--- config.mk ---
export PLATFORM = sky130hd
export DESIGN_NAME = id_ex_pipe_ctrl
export DESIGN_NICKNAME = d
export VERILOG_FILES = /design/src/rtl/id_ex_pipe_ctrl.sv
export SDC_FILE = /design/constraint.sdc
export NUM_CORES = 1
export LEC_CHECK = 0
export CAP_MARGIN = 20
export CORE_MARGIN = 2
export CORE_UTILIZATION = 30
export DETAILED_ROUTE_END_ITERATION = 10
export PLACE_DENSITY_LB_ADDON = 0.15
export SYNTH_ARGS = -nofsm -noshare
export SYNTH_HDL_FRONTEND = slang
export SYNTH_SLANG_ARGS = --single-unit
--- constraint.sdc ---
create_clock -name clock -period 5.54 [get_ports clock]
set_input_delay 1.108 -clock clock [delete_from_list [all_inputs] [get_ports clock]]
set_output_delay 1.108 -clock clock [all_outputs]
set_load 0.1 [all_outputs]
--- src/rtl/id_ex_pipe_ctrl.sv ---
// id_ex_pipe_ctrl: ID/EX pipeline register with load-use interlock, flush squash, stall hold and perf counters
module id_ex_pipe_ctrl #(
    parameter int DATA_W = 32,
    parameter int REG_AW = 5,
    parameter int CTRL_W = 16,
    parameter logic [CTRL_W-1:0] CTRL_NOP = '0,
    parameter int LU_STALL = 1,
    parameter int CNT_W = 16
) (
    input  logic              clock,
    input  logic              reset,
    input  logic              flush,
    input  logic              ext_stall,
    input  logic              id_valid,
    input  logic [DATA_W-1:0] id_pc,
    input  logic [CTRL_W-1:0] id_ctrl,
    input  logic              id_mem_read,
    input  logic [DATA_W-1:0] id_imm,
    input  logic [REG_AW-1:0] id_rs,
    input  logic [REG_AW-1:0] id_rt,
    input  logic [REG_AW-1:0] id_rd,
    input  logic              id_use_rs,
    input  logic              id_use_rt,
    output logic              ex_valid,
    output logic [DATA_W-1:0] ex_pc,
    output logic [DATA_W-1:0] ex_imm,
    output logic [CTRL_W-1:0] ex_ctrl,
    output logic              ex_mem_read,
    output logic [REG_AW-1:0] ex_rs,
    output logic [REG_AW-1:0] ex_rt,
    output logic [REG_AW-1:0] ex_rd,
    output logic              hold_if,
    output logic [CNT_W-1:0]  stall_cnt,
    output logic [CNT_W-1:0]  flush_cnt
);
    typedef enum logic {RUN, LOCK} fsmState;
    fsmState state;
    logic [2:0] bubbleCnt;
    logic hazard, takeId, advance;
    assign hazard = id_valid & ex_valid & ex_mem_read & (ex_rd != '0) &
                    ((id_use_rs & (id_rs == ex_rd)) | (id_use_rt & (id_rt == ex_rd)));
    assign hold_if = ext_stall | (state == LOCK) | ((state == RUN) & hazard & ~flush);
    assign takeId = (state == RUN) & ~hazard & ~flush;
    assign advance = flush | ~ext_stall;
    // EX slot: load the ID instruction or insert a bubble; frozen under external stall
    always_ff @(posedge clock or posedge reset) begin
        if (reset) begin
            ex_valid    <= 1'b0;
            ex_ctrl     <= CTRL_NOP;
            ex_mem_read <= 1'b0;
            ex_pc       <= '0;
            ex_imm      <= '0;
            ex_rs       <= '0;
            ex_rt       <= '0;
            ex_rd       <= '0;
        end else if (advance) begin
            ex_valid    <= takeId & id_valid;
            ex_ctrl     <= (takeId & id_valid) ? id_ctrl : CTRL_NOP;
            ex_mem_read <= takeId & id_mem_read;
            ex_pc       <= takeId ? id_pc : '0;
            ex_imm      <= takeId ? id_imm : '0;
            ex_rs       <= takeId ? id_rs : '0;
            ex_rt       <= takeId ? id_rt : '0;
            ex_rd       <= takeId ? id_rd : '0;
        end
    end
    // Interlock FSM with remaining-bubble count, plus saturating stall/flush counters
    always_ff @(posedge clock or posedge reset) begin
        if (reset) begin
            state     <= RUN;
            bubbleCnt <= '0;
            stall_cnt <= '0;
            flush_cnt <= '0;
        end else if (flush) begin
            state     <= RUN;
            bubbleCnt <= '0;
            if (!(&flush_cnt)) flush_cnt <= flush_cnt + CNT_W'(1);
        end else if (!ext_stall) begin
            if (state == LOCK) begin
                bubbleCnt <= bubbleCnt - 3'd1;
                if (bubbleCnt == 3'd1) state <= RUN;
            end else if (hazard && LU_STALL > 1) begin
                state     <= LOCK;
                bubbleCnt <= 3'(LU_STALL - 1);
            end
            if (((state == LOCK) || hazard) && !(&stall_cnt)) stall_cnt <= stall_cnt + CNT_W'(1);
        end
    end
endmodule

## Word-level counts from Yosys, hierarchy flattened

Cells that the tools add are included.

| word-level totals | value |
|---|---|
| bits in registers | 133 |
| bits of input ports | 103 |
| logic and storage cells | 63 |

| cells by class | value |
|---|---|
| add/sub/neg operators | 3 |
| equality and inequality tests | 4 |
| mux-type cells | 13 |
| bitwise operators | 21 |
| reductions and logical operators | 10 |

Operators by type and width:

| cell | number |
|---|---|
| $mux 32 | 2 |
| $add 16x1->16 const B | 2 |
| $reduce_and 16->1 | 2 |
| $mux 16 | 1 |
| $mux 5 | 3 |
| $and 1x1->1 | 12 |
| $eq 5x5->1 | 2 |
| $mux 3 | 3 |
| $not 1->1 | 5 |
| $reduce_bool 5->1 | 1 |
| $mux 1 | 4 |
| $or 1x1->1 | 4 |
| $reduce_and 2->1 | 2 |
| $eq 3x1->1 const B | 1 |
| $reduce_and 3->1 | 1 |
| $sub 3x1->3 const B | 1 |
| $ne 2x2->1 const B | 1 |
| $reduce_bool 2->1 | 1 |
| $logic_and 1x1->1 | 1 |
| $logic_not 1->1 | 1 |
| $logic_or 1x1->1 | 1 |

## Depth between registers and ports, before layout

Gate-level depths: netlist of the first run.

| depth | value |
|---|---|
| depth in word-level cells | 9 |
| depth in mapped cells | 8 |

## Least setup slack after synthesis of the first run

No wires, ideal clock.

| path | value |
|---|---|
| path kind | input-to-output |
| from | input port id_rs[1] |
| to | output port hold_if |
| arrival | 3,833 ps |
| required time | 4,432 ps |
| slack | 599 ps |
| stages on the path | 5 |
| path buffers | 0 |
| cell sequence | xnor2_1 -> nand4_1 -> o22ai_1 -> nand2_1 -> o21ai_0 |

| between the ends | value |
|---|---|
| word-level cells in the longest chain between the ends | 7 |

Ends and longest elaborated chain:

| element | RTL line | source |
|---|---|---|
| from (decl) | 19 | `input logic [REG_AW-1:0] id_rs,` |
| $eq 5x5->1 | 41 | `((id_use_rs & (id_rs == ex_rd)) \| (id_use_rt & (id_rt == ex_rd)));` |
| $and 1x1->1 | 41 |  |
| $or 1x1->1 | 41 |  |
| $and 1x1->1 | 40 | `assign hazard = id_valid & ex_valid & ex_mem_read & (ex_rd != '0) &` |
| $and 1x1->1 (2 in a row) | 42 | `assign hold_if = ext_stall \| (state == LOCK) \| ((state == RUN) & hazard & ~flush);` |
| $or 1x1->1 | 42 |  |
| to (decl) | 32 | `output logic hold_if,` |

Every way passes these cells.

## Final worst setup path of the first run

| path | value |
|---|---|
| from | input port id_rs[4] |
| to | output port hold_if |

The elaborated chain is that of the path after synthesis.

==> flow_summary.json, run 1 <==
{
  "tightest_slew_ns": 1.05,
  "cp-start-kind": "input pin",
  "instances_no_fill": 866,
  "synthAdderAreaFrac_pct": 0.962,
  "syn_inst": 396,
  "setup_tns_ns": 0,
  "first_pass_iters": 4,
  "dieArea_um2": 18400,
  "fp.coreArea_um2": 17100,
  "seq_area_frac_synth_pct": 64.0,
  "grt_use_total_pct": 16.2,
  "post_cts_buffers": 0,
  "p_comb_share_pct": 27.3,
  "clockRootBuffer": "clkbuf_16",
  "wire_per_inst_um": 17.5,
  "area_growth_pct": 61.6,
  "postCtsHoldBufs": 0,
  "synth-main-ff-cell": "dfrtp_1",
  "insertedDiodeCount": 0,
  "multi_input_area_um2": 1750,
  "numCtsBuffers": 17,
  "mostFrequentLayoutCells": "clkdlybuf4s50_1, dfrtp_1, a22o_1, xnor2_1, nand2_1",
  "grt_max_degree": 101,
  "synth-xor-area-share_pct": 7.07,
  "cp-startpoint": "id_rs[4]",
  "fmax_ghz": 0.252,
  "pwr-share-clk_pct": 38.0,
  "synth-simple-area-share_pct": 7.07,
  "synth_edf_count": 0,
  "mostFrequentLayoutCell": "clkdlybuf4s50_1",
  "clock_latency_ns": 0.42,
  "reg2reg_depth": 6,
  "p_leak_nw": 3.66,
  "final_util_pct": 49.1,
  "endpoint_kind": "primary output",
  "rows": 48,
  "num_vias": 4207,
  "grt_pass1_wl_um": 23000,
  "first_iter_violations": 195,
  "r2r-start": "ex_rd[2]",
  "ys_ff_latch": 133,
  "status": "complete, no violations",
  "grt_remaining_overflow": 0,
  "hold_path_class": "reg2reg",
  "dp_hpwl_um": 10300,
  "die_w_um": 136,
  "crit_type": "in2out",
  "antenna_found_initial": 0,
  "maxCapViolations": 0,
  "postSynthNetCount": 503,
  "grt_pass1_vias": 4212,
  "internal_power_w": 0.00204,
  "rsz0062_at_grt": "false",
  "p_seq_share_pct": 34.7,
  "viasPerCell": 4.86,
  "holdWs_ns": 0.492,
  "synth.distinct_cells": 31,
  "cp.required_ns": 4.43,
  "vdd_drop_max_mv": 0.269,
  "drcViolationCount": 0,
  "finalSetupViolCount": 0,
  "rr_endpoint": "ex_pc[11]",
  "pwr_density_cell_nw_per_um2": 379,
  "r2r_setup_slack_ns": 3.11,
  "synth_mux_area_share_pct": 0.217,
  "drive_gt1_share_pct": 6.40,
  "cts_tree": "done",
  "slew_viol_final": 0,
  "min_delay_path_depth": 1,
  "gp_congestion": 0.783,
  "seq_area_um2": 3330,
  "hold_violations": 0,
  "io_pins": 233,
  "switchingPower_w": 0.00114,
  "cts_sinks": 133,
  "dp.cells": 834,
  "io_buffers": 232,
  "antenna_left": 0,
  "setup_ws_ns": 1.58,
  "totalWireLength_um": 15100,
  "final_nets": 735,
  "synth_top_family_by_area": "compound AO/OA/AOI/OAI gates",
  "syn_avg_cell_area_um2": 13.1,
  "synthArstFlopShare_pct": 100,
  "cp-endpoint": "hold_if",
  "chipHeight_um": 136,
  "cts_buffer_depth": 2,
  "crit_arrival_ns": 2.86,
  "post-place-ws_ns": 1.57,
  "yosys_warnings": 0,
  "synth_compound_area_share_pct": 18.2,
  "syn_area_um2": 5200,
  "period_share_pct": 71.5,
  "clkTransAtPathRegs_ns": 0.06,
  "relSlewSlack_pct": 29.9,
  "num-fill-cells": 1515,
  "htreeDepth": 4,
  "cts_resized": 0,
  "fin_skew_ns": 0.00999,
  "period_needed_ns": 3.96,
  "start_util_pct": 30.4,
  "cp_max_fo": 3,
  "switching_share_pct": 35.8
}
## layout make-up
cell class              count  share of cell area, %
clock buffers              18                   5.23
clock inverters            14                   2.37
inverters                  10                  0.506
multi-input cells         230                   20.8
flip-flops and latches    133                   39.6
well taps                 225                   3.35
repair buffers            236                   28.1
## cells by family (layout without fill, tap and decap cells)
logic type                 count (synthesis)  count (layout)
AOI/OAI and AO/OA                        108             108
xor gates and xnor gates                  42              42
adders and majority gates                  4               4
buffers and inverters                     33             278
DFF                                      133             133
muxes                                      1               1
and+or+nand+nor                           75              75
## power by group through the flow
stage / logic (W) / clock network [W] / registers, W
2_1_floorplan: 0.000123 / 0 / 0.00160
3_3_place_gp: 0.000871 / 0 / 0.00112
3_5_place_dp: 0.000875 / 0 / 0.00112
4_1_cts: 0.000877 / 0.00124 / 0.00110
5_1_grt: 0.000899 / 0.00129 / 0.00111
6_report: 0.000870 / 0.00121 / 0.00110
## critical path: stages
cell and delay, ns:
clkdlybuf4s50_1 0.53, xnor2_1 0.13, nand4_1 0.11, o22ai_1 0.41, nand2_1 0.08, o21ai_0 0.16, buf_4 0.32
## cells in the mapped netlist, types with 4 or more instances
library cell | instances | share of area [%]
a22o_1 | 96 | 16
xor2_1 | 16 | 2.7
dfrtp_1 | 133 | 64
nand2_1 | 20 | 1.4
nor3_1 | 11 | 1.1
nand4_1 | 5 | 0.60
ha_1 | 4 | 0.96
xnor2_1 | 26 | 4.4
nand3_1 | 13 | 1.3
inv_1 | 10 | 0.72
nor2_1 | 12 | 0.87
nor4_1 | 4 | 0.48
clkbuf_1 | 20 | 1.4
## worst min-delay path by stage
stage	start	endpoint	slack [ns]
2_1_floorplan	bubbleCnt[2]	bubbleCnt[2]	0.51
3_3_place_gp	stall_cnt[10]	stall_cnt[10]	0.48
3_5_place_dp	flush_cnt[6]	flush_cnt[6]	0.47
4_1_cts	flush_cnt[6]	flush_cnt[6]	0.49
5_1_grt	stall_cnt[10]	stall_cnt[10]	0.52
6_report	flush_cnt[6]	flush_cnt[6]	0.49
## per-stage QoR
stage / area, µm² / total power, W
floorplan: 5200 / 0.00172
global placement: 7760 / 0.00199
detailed placement: 7760 / 0.00199
CTS: 8400 / 0.00322
global route: 8400 / 0.00330
finish: 8400 / 0.00318
## sequential cells by signal, indices dropped and copies added (netlist names), 5 cells and up
signal / flops
ex_imm: 32
ex_pc: 32
ex_ctrl: 16
flush_cnt: 16
stall_cnt: 16
ex_rd: 5
ex_rs: 5
ex_rt: 5
## per-layer routing
metal	up-vias	share of wire [%]	global-route usage [%]
li1	1925	-	-
met1	2104	42	19.8
met2	162	48	26.4
met3	16	8.6	6.73
met4	0	1.2	4.46
met5	-	0	0
Power figures use the tool's default switching activity.
==> run 2: changes to the inputs <==
clock period = 3.9 ns   (was 5.54 ns; I/O delays follow)
==> run 2 against run 1 <==
- combinational power is 43% higher
- register-to-register slack worse by 1.6 ns
- critical path depth stayed put
- total power is 48% higher
- non-clock buffer count is 1 higher
- first-iteration DRC count is 4.6% lower
- sequential share of layout area is 0.49 points lower
- clock power is 57% higher
- core utilization is 0.61 points higher
- worst hold slack worse by 0.015 ns
- critical path type unchanged
- critical endpoint unchanged
- largest cell class unchanged
==> flow_summary.json, run 2 (same netlist as run 1, synthesis figures left out) <==
{
  "status": "complete, no violations",
  "mostFrequentLayoutCells": "clkdlybuf4s50_1, dfrtp_1, a22o_1, xnor2_1, nand2_1",
  "htreeDepth": 4,
  "num_vias": 4186,
  "fp.coreArea_um2": 17100,
  "tightest_slew_ns": 1.03,
  "wl_met2_um": 7370,
  "grt_max_degree": 134,
  "pwr_density_cell_nw_per_um2": 553,
  "cts_buffer_depth": 2,
  "antenna_found_initial": 0,
  "first_iter_violations": 186,
  "clockRootBuffer": "clkbuf_16",
  "hold_start": "stall_cnt[10]",
  "relSlewSlack_pct": 31.2,
  "io_pins": 233,
  "clock_latency_ns": 0.42,
  "die_w_um": 136,
  "endpoint_kind": "primary output",
  "cts_sinks": 133,
  "period_share_pct": 85.1,
  "crit_type": "in2out",
  "wl_met3_um": 1120,
  "mostFrequentLayoutCell": "clkdlybuf4s50_1",
  "rows": 48,
  "chipHeight_um": 136,
  "grt_remaining_overflow": 0,
  "totalWireLength_um": 15300,
  "grt_pass1_wl_um": 23900,
  "drive_gt1_share_pct": 6.54,
  "period_needed_ns": 3.32,
  "cts_tree": "done",
  "grt_pass1_vias": 4275,
  "cts_resized": 0,
  "path_cells": "clkdlybuf4s50_1 -> xnor2_1 -> nand4_1 -> o22ai_1 -> nand2_1 -> o21ai_1 -> buf_12",
  "dieArea_um2": 18400,
  "cp-start-kind": "input pin",
  "final_nets": 736,
  "maxCapViolations": 0,
  "path_delay_family": "buffers and inverters",
  "start_util_pct": 30.4,
  "cp_max_fo": 3,
  "numCtsBuffers": 17,
  "viasPerCell": 4.83,
  "critical_path_buf_inv_count": 2,
  "dp_hpwl_um": 10500,
  "reg2reg_depth": 8,
  "drcViolationCount": 0,
  "gp_congestion": 0.724,
  "insertedDiodeCount": 0,
  "postCtsHoldBufs": 0,
  "hold_path_class": "reg2reg",
  "final_util_pct": 49.7,
  "min_delay_path_depth": 1,
  "p_leak_nw": 3.69,
  "fin_skew_ns": 0.00962,
  "crit_arrival_ns": 2.54,
  "wl_met1_um": 6570,
  "r2r_setup_slack_ns": 1.51,
  "fmax_ghz": 0.301,
  "setup_tns_ns": 0,
  "r2r-start": "stall_cnt[0]",
  "finalSetupViolCount": 0,
  "cp.required_ns": 3.12,
  "cp_slowest_stage_delay_ns": 0.50,
  "wire_per_inst_um": 17.6,
  "num-fill-cells": 1504,
  "holdPathEnd": "stall_cnt[10]",
  "first_pass_iters": 5,
  "grt_use_total_pct": 16.8,
  "rsz0062_at_grt": "false",
  "highest_layer": "met4",
  "antenna_left": 0,
  "vdd_drop_max_mv": 0.398,
  "io_buffers": 232,
  "hold_violations": 0,
  "area_growth_pct": 63.6,
  "cp_slowest_cell": "clkdlybuf4s50_1",
  "reg_top3": "ex_imm x32, ex_pc x32",
  "clkTransAtPathRegs_ns": 0.06,
  "post_cts_buffers": 0,
  "rr_endpoint": "stall_cnt[13]",
  "slew_viol_final": 0
}
[run 2: cell count changes in the layout (fill, tap and decap cells not counted), moves of 2 or more]
| cell | before | now |
|---|---|---|
| clkinv_4 | 4 | 2 |
| buf_4 | 4 | 2 |
| bufinv_16 | 4 | 7 |
| buf_12 | 1 | 4 |
| clkinvlp_4 | 1 | 3 |
[run 2: routing by layer]
layer | vias up | GRT usage [%]
met3 | 16 | 5.99
met4 | 0 | 5.21
met2 | 152 | 26.7
met5 | - | 0
li1 | 1918 | -
met1 | 2100 | 21.6
[run 2: worst max-delay path by stage]
stage	start	to	slack, ns	cells past startpoint
6_report	id_rs[4]	hold_if	0.58	7
5_1_grt	id_rs[2]	hold_if	0.43	7
4_1_cts	id_rs[2]	hold_if	0.59	7
3_5_place_dp	id_rs[4]	hold_if	0.60	7
3_3_place_gp	id_rs[4]	hold_if	0.59	7
2_1_floorplan	ex_rd[1]	hold_if	0.1	5
[run 2: through the flow]
stage	setup slack, ns	power [W]	cell area (µm²)	instances	hold WS [ns]
final	0.581	0.00470	8510	867	0.477
after global routing	0.429	0.00488	8510	867	0.507
after CTS	0.586	0.00476	8510	867	0.483
after detailed placement	0.596	0.00284	7810	835	0.475
after global placement	0.595	0.00282	7810	835	0.477
after floorplan	0.0955	0.00245	5200	396	0.506
[run 2: cell type report]
class	count	area, µm²	area share, %
sequential	133	3330	39.1
timing repair buffer	237	2410	28.3
multi-input combinational	230	1750	20.6
clock buffer	17	425	5.00
tap	225	282	3.31
clock inverter	15	274	3.22
inverter	10	41.3	0.485
[run 2: where the power goes]
part / switching (W) / internal (W)
registers: 0.0000931 / 0.00148
logic: 0.000898 / 0.000337
clock network: 0.000627 / 0.00127
==> run 3: changes to the inputs <==
CORE_UTILIZATION = 42   (was 30)
CTS_CLUSTER_DIAMETER = 150   (was default)
==> run 3 against run 2 <==
- largest cell class unchanged
- count of clock-buffer cells in the layout up 6
- die area down 28%
- design area is 1.6% lower
- fmax down 1.1%
- critical path depth did not move
- via count grew 0.53%
- critical endpoint unchanged
- register-to-register slack lost 0.02 ns
- worst setup slack worse by 0.036 ns
- sequential power about the same
- clock skew is 0.0044 ns lower
==> flow_summary.json, run 3 (same netlist as run 1, synthesis figures left out) <==
{
  "p_leak_nw": 3.68,
  "num-fill-cells": 908,
  "grt_max_degree": 58,
  "endpoint_kind": "primary output",
  "final_nets": 739,
  "clockRootBuffer": "clkbuf_16",
  "postCtsHoldBufs": 0,
  "busiest_layer": "met2",
  "use_met3_pct": 6.75,
  "insertedDiodeCount": 0,
  "finalSetupViolCount": 0,
  "wire_per_inst_um": 18.1,
  "hold_path_class": "reg2reg",
  "drcViolationCount": 0,
  "drive_gt1_share_pct": 6.82,
  "period_needed_ns": 3.36,
  "first_pass_iters": 4,
  "num_vias": 4208,
  "cts_buffer_depth": 2,
  "viasPerCell": 5.18,
  "gr-usage-met1_pct": 28.1,
  "antenna_left": 0,
  "cts_resized": 0,
  "totalWireLength_um": 14700,
  "post-place-ws_ns": 0.571,
  "grt_pass1_vias": 4192,
  "cp_slowest_cell": "clkdlybuf4s50_1",
  "final_util_pct": 69.4,
  "rsz0062_at_grt": "false",
  "first_iter_violations": 279,
  "clock_latency_ns": 0.40,
  "pwr_density_cell_nw_per_um2": 532,
  "cts_sinks": 133,
  "vdd_drop_max_mv": 0.688,
  "dp_hpwl_um": 10300,
  "crit_arrival_ns": 2.58,
  "dieArea_um2": 13300,
  "gp_congestion": 0.895,
  "grt_use_total_pct": 22.1,
  "cp.required_ns": 3.12,
  "tightest_slew_ns": 1.07,
  "hold_violations": 0,
  "fin_skew_ns": 0.00524,
  "relSlewSlack_pct": 28.2,
  "instances_no_fill": 813,
  "cp-start-kind": "input pin",
  "grt_util_met2_pct": 35.3,
  "cp_slowest_stage_delay_ns": 0.52,
  "fmax_ghz": 0.298,
  "clkTransAtPathRegs_ns": 0.05,
  "chipHeight_um": 115,
  "cp_max_fo": 3,
  "setup_ws_ns": 0.545,
  "io_buffers": 232,
  "path_cells": "clkdlybuf4s50_1 -> xnor2_1 -> nand4_1 -> o22ai_1 -> nand2_1 -> o21ai_1 -> buf_12",
  "fp.coreArea_um2": 12100,
  "rows": 40,
  "mostFrequentLayoutCell": "clkdlybuf4s50_1",
  "status": "complete, no violations",
  "numCtsBuffers": 17,
  "crit_type": "in2out",
  "die_w_um": 115,
  "reg_top3": "ex_imm x32, ex_pc x32",
  "antenna_found_initial": 0,
  "mostFrequentLayoutCells": "clkdlybuf4s50_1, dfrtp_1, a22o_1, xnor2_1, nand2_1",
  "slew_viol_final": 0,
  "setup_tns_ns": 0,
  "grt_pass1_wl_um": 22600,
  "period_share_pct": 86.0,
  "io_pins": 233,
  "area_growth_pct": 60.9,
  "start_util_pct": 43.1,
  "post_cts_buffers": 0,
  "cts_tree": "done",
  "dp.cells": 781,
  "htreeDepth": 4,
  "maxCapViolations": 0,
  "grt_remaining_overflow": 0
}
run 3: cell type report:
cell class	instances	area [µm²]	share of cell area [%]
flip-flops and latches	133	3330	39.8
repair buffers	240	2420	28.9
multi-input cells	230	1750	20.9
clock buffers	23	498	5.95
well taps	168	210	2.51
clock inverters	9	123	1.47
inverters	10	41.3	0.493
run 3: path summary, 6_finish.rpt:
kind,from,to,slack [ns],depth (start not counted)
max,id_rs[1],hold_if,0.54,7
min,stall_cnt[6],stall_cnt[6],0.49,1
min reg2reg,stall_cnt[6],stall_cnt[6],0.49,1
max in group asynchronous,reset,ex_ctrl[13],2.30,3
min in group asynchronous,reset,ex_imm[17],0.86,2
max reg2reg,stall_cnt[0],stall_cnt[13],1.49,8
run 3: routing by layer:
layer	routed length [µm]	vias up	share of wire [%]
li1	-	1931	-
met1	6170	2077	42
met2	7160	175	49
met3	1050	25	7.2
met4	340	0	2.3
met5	0	-	0
run 3: per-stage QoR:
step,power (W),cell area [µm²],hold WS [ns]
after floorplan,0.00245,5200,0.506
after global placement,0.00282,7750,0.474
after detailed placement,0.00283,7750,0.480
after CTS,0.00449,8370,0.489
after global routing,0.00461,8370,0.504
final,0.00445,8370,0.488
run 3: power breakdown:
group | total [W] | internal (W) | switching [W] | leakage [nW]
sequential | 0.00157 | 0.00148 | 0.0000892 | 1.77
combinational | 0.00124 | 0.000338 | 0.000901 | 1.61
clock | 0.00165 | 0.00109 | 0.000561 | 0.309
total | 0.00445 | 0.00290 | 0.00155 | 3.68
run 3: critical path: cells and delay by family:
family / cells / cell delay [ns]
buf+inv: 2 / 0.73
compound gates: 2 / 0.68
simple gates: 2 / 0.23
xor+xnor: 1 / 0.14
